[src/rtl/periph_arbiter_pkg.sv]
// Shared types for the peripheral bus arbiter.
// Store-type encoding is the core-wide one; the arbiter only forwards it.
package periph_arbiter_pkg;

  typedef enum logic [2:0] {
    MEM_STORE_NONE = 3'd0,
    MEM_STORE_B    = 3'd1,
    MEM_STORE_H    = 3'd2,
    MEM_STORE_W    = 3'd3,
    MEM_STORE_D    = 3'd4
  } mem_store_type_t;

  typedef enum logic [1:0] {
    IDLE    = 2'd0,
    BUSY    = 2'd1,
    TIMEOUT = 2'd2
  } arb_state_t;

  localparam logic [63:0] ARB_TIMEOUT_RDATA = 64'hDEAD_BEEF_DEAD_BEEF;

endpackage

[src/rtl/periph_arb_rr_pick.sv]
// Two-way round-robin select: on a tie the master that did not win
// last time is picked; a single requester always wins.
module periph_arb_rr_pick (
  input  logic [1:0] valid,
  input  logic       last_grant,
  output logic       any,
  output logic       pick
);

  assign any  = |valid;
  assign pick = (&valid) ? ~last_grant : valid[1];

endmodule

[src/rtl/periph_arbiter.sv]
// Two-master arbiter for the shared peripheral bus.
// Optional BUSY watchdog enabled by PERIPH_ARB_TIMEOUT_EN.
module periph_arbiter
  import periph_arbiter_pkg::*;
#(
  parameter logic [15:0] TIMEOUT_CYCLES = 16'd255
) (
  input  logic            clock,
  input  logic            reset,
  input  logic [63:0]     m0_addr,
  input  logic [63:0]     m0_wdata,
  input  mem_store_type_t m0_store_type,
  input  logic            m0_valid,
  output logic            m0_ready,
  output logic [63:0]     m0_rdata,
  input  logic [63:0]     m1_addr,
  input  logic [63:0]     m1_wdata,
  input  mem_store_type_t m1_store_type,
  input  logic            m1_valid,
  output logic            m1_ready,
  output logic [63:0]     m1_rdata,
  output logic [63:0]     bus_addr,
  output logic [63:0]     bus_wdata,
  output mem_store_type_t bus_store_type,
  output logic            bus_valid,
  input  logic            bus_ready,
  input  logic [63:0]     bus_rdata,
  output logic            grant,
  output logic            timeout_err
);

  arb_state_t  state, state_nxt;
  logic        grant_q, grant_nxt;
  logic        last_q, last_nxt;
  logic        any, pick;
  logic        g_valid;
  logic        done;
  logic [63:0] rd;

  periph_arb_rr_pick u_pick (
    .valid      ({m1_valid, m0_valid}),
    .last_grant (last_q),
    .any        (any),
    .pick       (pick)
  );

  assign g_valid = grant_q ? m1_valid : m0_valid;
  assign grant   = grant_q;

`ifdef PERIPH_ARB_TIMEOUT_EN
  logic [15:0] cnt_q;
  logic        err_q;

  // Counter restarts every arbitration cycle, i.e. on each BUSY entry
  always_ff @(posedge clock) begin
    if (reset) begin
      cnt_q <= '0;
      err_q <= 1'b0;
    end else begin
      if (state == IDLE)
        cnt_q <= '0;
      else if (state == BUSY && !bus_ready)
        cnt_q <= cnt_q + 16'd1;
      if (state == TIMEOUT)
        err_q <= 1'b1;
    end
  end

  assign timeout_err = err_q;
`else
  logic unused_timeout;
  assign unused_timeout = ^TIMEOUT_CYCLES;
  assign timeout_err    = 1'b0;
`endif

  always_ff @(posedge clock) begin
    if (reset) begin
      state   <= IDLE;
      grant_q <= 1'b0;
      last_q  <= 1'b1;
    end else begin
      state   <= state_nxt;
      grant_q <= grant_nxt;
      last_q  <= last_nxt;
    end
  end

  always_comb begin
    state_nxt      = state;
    grant_nxt      = grant_q;
    last_nxt       = last_q;
    bus_addr       = '0;
    bus_wdata      = '0;
    bus_store_type = MEM_STORE_NONE;
    bus_valid      = 1'b0;
    done           = 1'b0;
    rd             = '0;
    unique case (state)
      IDLE: begin
        if (any) begin
          grant_nxt = pick;
          if (m0_valid && m1_valid)
            last_nxt = pick;
          state_nxt = BUSY;
        end
      end
      BUSY: begin
        bus_addr       = grant_q ? m1_addr : m0_addr;
        bus_wdata      = grant_q ? m1_wdata : m0_wdata;
        bus_store_type = grant_q ? m1_store_type : m0_store_type;
        bus_valid      = g_valid;
        // A completion on the last allowed cycle beats the watchdog
        if (!g_valid) begin
          state_nxt = IDLE;
        end else if (bus_ready) begin
          done      = 1'b1;
          rd        = bus_rdata;
          state_nxt = IDLE;
        end
`ifdef PERIPH_ARB_TIMEOUT_EN
        else if (cnt_q + 16'd1 == TIMEOUT_CYCLES) begin
          state_nxt = TIMEOUT;
        end
`endif
      end
`ifdef PERIPH_ARB_TIMEOUT_EN
      TIMEOUT: begin
        done      = 1'b1;
        rd        = ARB_TIMEOUT_RDATA;
        state_nxt = IDLE;
      end
`endif
      default: state_nxt = IDLE;
    endcase
  end

  assign m0_ready = done & ~grant_q;
  assign m1_ready = done & grant_q;
  assign m0_rdata = m0_ready ? rd : '0;
  assign m1_rdata = m1_ready ? rd : '0;

endmodule
[config.mk]
export PLATFORM = sky130hd
export DESIGN_NAME = periph_arbiter
export DESIGN_NICKNAME = d
export VERILOG_FILES = /design/src/rtl/periph_arbiter_pkg.sv /design/src/rtl/periph_arb_rr_pick.sv /design/src/rtl/periph_arbiter.sv
export SDC_FILE = /design/constraint.sdc
export NUM_CORES = 1
export LEC_CHECK = 0
export CORE_AREA = 4 4 231 233
export CTS_BUF_LIST = sky130_fd_sc_hd__clkbuf_8
export CTS_CLUSTER_DIAMETER = 150
export CTS_CLUSTER_SIZE = 16
export DETAILED_ROUTE_END_ITERATION = 8
export DIE_AREA = 0 0 235 237
export GPL_TIMING_DRIVEN = 0
export PLACE_DENSITY = 0.37
export REMOVE_ABC_BUFFERS = 1
export SYNTH_ARGS = -nofsm -noshare
export SYNTH_HDL_FRONTEND = slang
export SYNTH_SLANG_ARGS = --single-unit
[constraint.sdc]
create_clock -name clock -period 1.1 [get_ports clock]
set_input_delay 0.165 -clock clock [delete_from_list [all_inputs] [get_ports clock]]
set_output_delay 0.165 -clock clock [all_outputs]
set_load 0.05 [all_outputs]
Yosys cells after proc, flatten, opt, wreduce, memory -nomap -nowiden
Cells that the tools add are included.

Bits of input ports: 331. Register bits: 4. Output and inout port bits: 264. Word-level logic and storage cells: 38.

Equality and inequality tests: 3. Bitwise operators: 4. Multiplexer cells: 21. Reduce and logical (&&, ||, !) cells: 7.

Operators with widths (number): 64-bit two-way mux (9); 1-bit two-way mux (6); 2-bit two-way mux (3); 3-bit two-way mux (2); 2-bit AND reduction (3); 2-bit case mux with 2 select lines (1); 3-bit != test, second input constant (1); 3-bit AND reduction (1); 1-bit bitwise AND (2); 2-bit by 1-bit == test with 1-bit output, second input constant (1); 2-bit zero test (1); 2-bit != test, second input constant (1); 1-bit inverter (2); 2-bit OR reduction (1); 1-bit logical AND (1).

Longest topological paths before layout
Gate-level depths: netlist (run 1).

Depth in word-level cells: 5. Gate-level depth with buffers: 5. Gate-level depth less buffers: 3.

By module
From an unflattened synthesis (run 1), not the netlist that was laid out.

Cell total of the unflattened synthesis: 454. Area total of the unflattened synthesis: 3338.2 sq um.

Modules (own cells, without submodules): periph_arbiter (instances 1, area each 3324.4 sq um, sequential area each 60.1 sq um, cells each 452); periph_arb_rr_pick (instances 1, area each 13.8 sq um, sequential area each 0.0 sq um, cells each 2).

Worst setup path after synthesis (run 1)
No wires, ideal clock.

Kind: register to output. Start point: register grant_q (netlist: grant). End point: output port m1_rdata[54]. Data required time: 0.935 ns. Stages on the path, launching flop included: 5. Setup slack: -1.209 ns. Path buffers: 2. Data arrival time: 2.144 ns. Cell sequence: dfxtp_1 > buf_2 > and4_1 > clkbuf_1 > and2_1.

Cells in the longest elaborated chain, start to end: 5. Elaborated cells between the ends (all ways): 7. Classes of those cells: 6 x mux; 1 x bitwise.

Ends and longest elaborated chain: from (decl) (line periph_arbiter.sv:33) `logic grant_q, grant_nxt;`; from (signal assigned) (line periph_arbiter.sv:83) `grant_q <= grant_nxt;`; 1-bit two-way mux (line periph_arbiter.sv:47) `assign g_valid = grant_q ? m1_valid : m0_valid;`; 1-bit two-way mux (line periph_arbiter.sv:113) `if (!g_valid) begin`; 1-bit two-way mux (line periph_arbiter.sv:98) `unique case (state)`; 1-bit bitwise AND * (line periph_arbiter.sv:138) `assign m1_ready = done & grant_q;`; via m1_ready (line periph_arbiter.sv:20) `output logic m1_ready,`; 64-bit two-way mux * (line periph_arbiter.sv:140) `assign m1_rdata = m1_ready ? rd : '0;`; to (decl) (line periph_arbiter.sv:21) `output logic [63:0] m1_rdata,`.

Mark *: on every way through the listed nets, which the timed path passes. The rest lies on a longest branch.

Worst setup path in the final report (run 1)
Start point: register grant_q (netlist: grant). End point: output port m0_rdata[13].

Cells in the longest elaborated chain, start to end: 5. Elaborated cells between the ends (all ways): 8. Classes of those cells: 6 x mux; 2 x bitwise.

Ends and longest elaborated chain: 1-bit two-way mux (line periph_arbiter.sv:47); 1-bit two-way mux (line periph_arbiter.sv:113); 1-bit two-way mux (line periph_arbiter.sv:98); 1-bit bitwise AND (line periph_arbiter.sv:137) `assign m0_ready = done & ~grant_q;`; 64-bit two-way mux * (line periph_arbiter.sv:139) `assign m0_rdata = m0_ready ? rd : '0;`; to (decl) (line periph_arbiter.sv:15) `output logic [63:0] m0_rdata,`.

Mark *: on every way between the ends. The rest lies on a longest branch, timed or not.

==> impl_metrics.env, run 1 <==
export IMPL_run_status="complete, but fails checks"
export IMPL_failed_checks="negative setup slack"
export IMPL_rsz0062_at_grt="true"
export IMPL_postSynthRegisterBits=3
export IMPL_cp_arrival_ns=1.74
export IMPL_grt_pass1_wl_mm=46.3
export IMPL_seq_total_area_yosys=0.0180
export IMPL_detailedPlacementHpwl_mm=27.3
export IMPL_design_core_area_um2=51200
export IMPL_worst_setup_path_start_kind="flip-flop"
export IMPL_netlist_top_cell_by_area="mux2i_1"
export IMPL_clock_insertion_delay_at_the_later_pin_of_the_skew_report_ns=0.21
export IMPL_fin_cells=1759
export IMPL_via_count=5794
export IMPL_routed_via_density=3.29
export IMPL_fin_nets=1410
export IMPL_routed_wirelength_mm=39.2
export IMPL_port_buffers=593
export IMPL_netlist_cell_type_count=20
export IMPL_slew_viol_final=0
export IMPL_top_achievable_clock_speed_mhz=526
export IMPL_worstPathBufferInverterCount=4
export IMPL_worst_r2r_cell_count=5
export IMPL_timing_critical_path_cells="buf_16, and4b_4, buf_12, clkbuf_16, and2_4, buf_8"
export IMPL_grt_max_degree=96
export IMPL_remaining_drc_errors=0
export IMPL_crit_path_top_delay_cell="dfxtp_4"
export IMPL_cts_hold_fix_buffers=0
export IMPL_io_pin_count=595
export IMPL_setup_viol=266
export IMPL_finalHoldViolations=0
export IMPL_max_cap_viol_count=0
export IMPL_drtPass1Iterations=4
export IMPL_dpl_worst_slack_ns=-1.83
export IMPL_ir_drop_uv=217
export IMPL_yosys_warnings=0
export IMPL_dieArea_um2=55700
export IMPL_htree_levels=1
export IMPL_path_max_fanout=8
export IMPL_drt_iter0_drc=83
export IMPL_syn_to_layout_area_delta_pct=253
export IMPL_synth_cells=454
export IMPL_row_count=83
export IMPL_setup_ws_ns=-0.801
export IMPL_syn_area_um2=3340
export IMPL_grt_pass1_vias=5927
export IMPL_min_delay_path_class="reg2reg"
export IMPL_antenna_found_initial=6
export IMPL_gp_routability_congestion=0.791
export IMPL_clock_skew_final_ns=0.000549
export IMPL_period_share=1.73
export IMPL_cts_max_path_buffers=2
export IMPL_timing_critical_path_max_delay_family="buffers and inverters"
export IMPL_leading_cell_types_by_total_area_after_synthesis="mux2i_1 40%, nor2b_1 25%, and2_1 24%"
export IMPL_worst_setup_path_end_kind="output pin"
export IMPL_antenna_violating_nets_post_route=0
export IMPL_mostFrequentLayoutCells="330 x clkdlybuf4s50_1, 121 x mux2i_1, 121 x nor2b_1, 114 x buf_6, 69 x and2_4"
export IMPL_start_util=0.0652
export IMPL_required_ns=0.94
export IMPL_setup_worst_path_class="reg2out"
export IMPL_power_density_nw_per_um2=521
export IMPL_globalRoute_totalOverflow=0
export IMPL_cts_root_buffer="clkbuf_8"
export IMPL_gr_usage_all_layers=0.114
export IMPL_cp_slowest_stage_delay_ns=0.38
export IMPL_die_width_um=235
export IMPL_period_needed_ns=1.90
export IMPL_drive_above_1_share=0.396
export IMPL_final_common_cell="clkdlybuf4s50_1"
export IMPL_cts_reportedPaths_clkPinSlew_ns=0.03
export IMPL_die_height_um=237
export IMPL_cts_buffers_inserted=3
export IMPL_synth_top_cell_area_share=0.396
export IMPL_tritoncts_clock_tree="done"
export IMPL_wl_per_cell_um=22.3
export IMPL_p_leak_nw=4.75
export IMPL_holdPathStages=2
export IMPL_timing_critical_path_depth=6
export IMPL_placed_cell_count=1688
export IMPL_avgSynthCellArea_um2=7.35
export IMPL_clock_sink_count=3
[worst paths after layout]
kind	slack, ns	to	start
worst max-delay path	-0.80	m0_rdata[13]	grant
worst min register to register	0.51	last_q	last_q
worst max register to register	-0.28	state[0]	grant
worst min-delay path	0.51	last_q	last_q
[routing by layer]
layer | share of wire | up-vias | GRT usage
met3 | 0.074 | 14 | 0.0342
met1 | 0.35 | 2673 | 0.119
met4 | 0.0068 | 2 | 0.0118
met2 | 0.57 | 372 | 0.229
li1 | - | 2733 | -
met5 | 0.00031 | - | 0
[worst register-to-register path, stage by stage (launching register included)]
cell and delay (ns):
dfxtp_4 0.42, buf_4 0.21, buf_16 0.17, mux2i_1 0.26
o22a_1 0.17, nor2_1 0.04
[power breakdown]
part | switching, W | internal [W]
Combinational | 0.00292 | 0.00276
Sequential | 0.0000204 | 0.000119
Clock | 0.0000704 | 0.000237
[logic make-up after synthesis]
kind of cell,count (synthesis),share of synthesized area
xor gates and xnor gates,1,0.00263
and+or+nand+nor,268,0.503
buffers and inverters,46,0.0739
DFF,3,0.0180
AOI/OAI and AO/OA,3,0.00562
muxes,132,0.396
other,1,0.00112
[layout make-up]
type / instances / area [um2]
antenna: 1 / 2.50
sequential: 3 / 67.6
multi-input combinational: 406 / 3360
timing repair buffer: 664 / 7440
clock buffer: 3 / 41.3
fill: 5649 / 39400
tap: 680 / 851
inverter: 1 / 3.75
clock inverter: 1 / 3.75
[cell usage after synthesis, drive strengths merged]
| library cell | count |
|---|---|
| o21ai | 1 |
| and4b | 1 |
| nor2b | 132 |
| nand3b | 2 |
| conb | 1 |
| dfxtp | 3 |
| nand2b | 1 |
| o22a | 1 |
| and4 | 1 |
| nand2 | 1 |
| buf | 26 |
| mux2i | 132 |
| xor2 | 1 |
| and2 | 128 |
| a21oi | 1 |
| clkbuf | 19 |
| inv | 1 |
| nor2 | 2 |
[flip-flops by register name, summed over array words and instances (netlist names)]
signal / flops
last_q: 1
state: 1
grant: 1
[stage by stage]
stage / utilization / instance area [um2] / setup TNS, ns / power (W) / hold slack, ns
floorplan: - / 3090 / -1418.96 / 0.00272 / 0.234
global placement: 0.193 / 9880 / -2042.46 / 0.00519 / 0.481
detailed placement: 0.196 / 10000 / -353.17 / 0.00498 / 0.507
CTS: 0.195 / 10000 / -228.11 / 0.00540 / 0.515
global route: 0.230 / 11800 / -192.04 / 0.00642 / 0.570
finish: 0.230 / 11800 / -176.16 / 0.00613 / 0.512
[repair_timing]
item	CTS	global route
resized for setup	1195	735
gates cloned	9	20
pin swaps	2	23
buffers inserted	6	31
endpoints found under the setup margin	266	266
No activity file was read; power rests on OpenSTA's default activity.
==> run 2, diff against run 1 <==
--- a/config.mk
+++ b/config.mk
@@ -5,14 +5,15 @@
 export SDC_FILE = /design/constraint.sdc
 export NUM_CORES = 1
 export LEC_CHECK = 0
-export CORE_AREA = 4 4 231 233
+export CORE_AREA = 4 4 229 231
 export CTS_BUF_LIST = sky130_fd_sc_hd__clkbuf_8
 export CTS_CLUSTER_DIAMETER = 150
 export CTS_CLUSTER_SIZE = 16
 export DETAILED_ROUTE_END_ITERATION = 8
-export DIE_AREA = 0 0 235 237
+export DIE_AREA = 0 0 233 235
+export DONT_BUFFER_PORTS = 1
 export GPL_TIMING_DRIVEN = 0
-export PLACE_DENSITY = 0.37
+export PLACE_DENSITY = 0.3
 export REMOVE_ABC_BUFFERS = 1
 export SYNTH_ARGS = -nofsm -noshare
 export SYNTH_HDL_FRONTEND = slang
==> run 2 against run 1 <==
The flow still finishes with violations (negative setup slack); global-route usage shrank 0.11 points; power shrank 18%; maximum frequency grew 1.9%; sequential power shrank 3%; clock power grew 2%; critical path depth shrank 1; critical path type unchanged; highest routed layer is now met4; largest cell class is now multi-input gates.
==> impl_metrics.env, run 2 (synthesis results as in run 1) <==
export IMPL_worst_setup_path_start_kind="flip-flop"
export IMPL_multi_input_comb_area_um2=4900
export IMPL_clock_skew_final_ns=0.0000482
export IMPL_dpl_worst_slack_ns=-1.72
export IMPL_remaining_drc_errors=0
export IMPL_regToRegEndpoint="state[0]"
export IMPL_clock_sink_count=3
export IMPL_detailedPlacementHpwl_mm=24.6
export IMPL_htree_levels=1
export IMPL_setup_ws_ns=-0.765
export IMPL_timing_hold_worst_endpoint="state[0]"
export IMPL_die_width_um=233
export IMPL_cts_max_path_buffers=2
export IMPL_rrSetupSlack_ns=-0.17
export IMPL_cts_root_buffer="clkbuf_8"
export IMPL_routed_wirelength_mm=35.3
export IMPL_slew_viol_final=0
export IMPL_die_height_um=235
export IMPL_io_pin_count=595
export IMPL_fin_nets=832
export IMPL_routed_via_density=3.30
export IMPL_worst_r2r_cell_count=6
export IMPL_drtPass1Iterations=4
export IMPL_grt_pass1_wl_mm=41.5
export IMPL_design_core_area_um2=50100
export IMPL_finalHoldViolations=0
export IMPL_path_max_fanout=8
export IMPL_run_status="complete, but fails checks"
export IMPL_clock_insertion_delay_at_the_later_pin_of_the_skew_report_ns=0.21
export IMPL_setup_viol=265
export IMPL_p_leak_nw=2.61
export IMPL_start_util=0.0666
export IMPL_gp_routability_congestion=0.773
export IMPL_worst_setup_path_startpoint="grant"
export IMPL_failed_checks="negative setup slack"
export IMPL_setup_worst_path_class="reg2out"
export IMPL_tritoncts_clock_tree="done"
export IMPL_drt_iter0_drc=118
export IMPL_via_count=3886
export IMPL_cts_buffers_inserted=3
export IMPL_worst_setup_path_end_kind="output pin"
export IMPL_ir_drop_uv=318
export IMPL_mostFrequentLayoutCells="132 x nor2b_4, 128 x and2_4, 75 x mux2i_2, 39 x mux2i_1, 27 x buf_16"
export IMPL_antenna_found_initial=4
export IMPL_path_common_cell="buf_16"
export IMPL_grt_max_degree=62
export IMPL_antenna_violating_nets_post_route=0
export IMPL_cp_slowest_stage_delay_ns=0.36
export IMPL_period_needed_ns=1.87
export IMPL_gr_usage_all_layers=0.113
export IMPL_globalRoute_totalOverflow=0
export IMPL_cts_reportedPaths_clkPinSlew_ns=0.03
export IMPL_grt_pass1_vias=4110
export IMPL_required_ns=0.94
export IMPL_top_achievable_clock_speed_mhz=536
export IMPL_layout_fillers=5486
export IMPL_rsz0062_at_grt="true"
export IMPL_min_delay_path_class="in2reg"
export IMPL_final_common_cell="nor2b_4"
export IMPL_row_count=82
export IMPL_dieArea_um2=54800
export IMPL_period_share=1.70
export IMPL_holdPathStages=1
export IMPL_syn_to_layout_area_delta_pct=124
export IMPL_crit_path_top_delay_cell="dfxtp_4"
export IMPL_power_density_nw_per_um2=673
export IMPL_port_buffers=0
export IMPL_wl_per_cell_um=30.0
export IMPL_cp_arrival_ns=1.70
export IMPL_r2r_start="grant"
export IMPL_fin_cells=1176
export IMPL_min_from="reset"
export IMPL_placed_cell_count=1086
export IMPL_drive_above_1_share=0.896
export IMPL_timing_critical_path_cells="buf_12, buf_16, buf_16, mux2i_4, nor2b_4"
export IMPL_regArea_um2=67.6
export IMPL_max_cap_viol_count=0
run 2: changes by cell type in the layout (fill, tap and decap cells not counted), moves of 17 or more:
cell,delta
and2_1,-59
nor2b_1,-121
and2_4,+59
nor2b_4,+130
buf_6,-100
clkdlybuf4s50_1,-330
mux2i_2,+71
buf_4,-57
mux2i_1,-82
buf_8,-56
buf_2,-17
run 2: critical path: cells and delay by family (launching register included):
kind / cells / cell delay, ns
buffers and inverters: 3 / 0.53
muxes: 1 / 0.21
DFF: 1 / 0.36
and+or+nand+nor: 1 / 0.32
run 2: layout make-up:
| cell class | count | area share |
|---|---|---|
| diodes | 4 | 0.00134 |
| flip-flops and latches | 3 | 0.00902 |
| well taps | 672 | 0.112 |
| inverters | 1 | 0.000501 |
| multi-input cells | 408 | 0.654 |
| clock buffers | 3 | 0.00551 |
| clock inverters | 1 | 0.000501 |
| repair buffers | 84 | 0.217 |
run 2: worst max path at each step:
stage                               to  depth (start not counted)  slack (ns)
final                     bus_wdata[7]                          5       -0.77
after global routing      bus_wdata[7]                          5       -0.78
after CTS                 m1_rdata[52]                          3       -0.81
after detailed placement  bus_wdata[7]                          4       -1.72
after global placement    m1_rdata[52]                          2       -8.14
after floorplan            m1_rdata[0]                          2       -6.11
run 2: stage by stage:
| step | utilization | TNS [ns] | hold slack (ns) | power, W | cell area [um2] |
|---|---|---|---|---|---|
| final | 0.150 | -167.71 | 0.0139 | 0.00504 | 7490 |
| after global routing | 0.150 | -175.93 | 0.00976 | 0.00520 | 7490 |
| after CTS | 0.138 | -175.51 | 0.00194 | 0.00476 | 6920 |
| after detailed placement | 0.0812 | -316.36 | 0.233 | 0.00282 | 4070 |
| after global placement | 0.0786 | -1810.57 | 0.241 | 0.00301 | 3940 |
| after floorplan | - | -1418.96 | 0.234 | 0.00272 | 3090 |
run 2: repair_timing:
action,in CTS,in global routing
pin swaps,101,42
cloned,30,9
setup buffers,33,16
endpoints found under the setup margin,265,265
endpoints found under the hold margin,0,1
hold buffers,0,1
gates resized for setup,616,90
run 2: power by group:
part / internal, W / total [W] / switching, W
sequential: 0.000119 / 0.000135 / 0.0000162
combinational: 0.00184 / 0.00459 / 0.00275
clock: 0.000238 / 0.000313 / 0.0000756
total: 0.00219 / 0.00504 / 0.00284
run 2: per-layer routing:
metal  vias up  GRT usage  wire [um]
met3        40     0.0164       2390
met4         0     0.0158        953
li1       1581          -          -
met5         -          0          0
met2       375      0.236      19700
met1      1890      0.117      12300
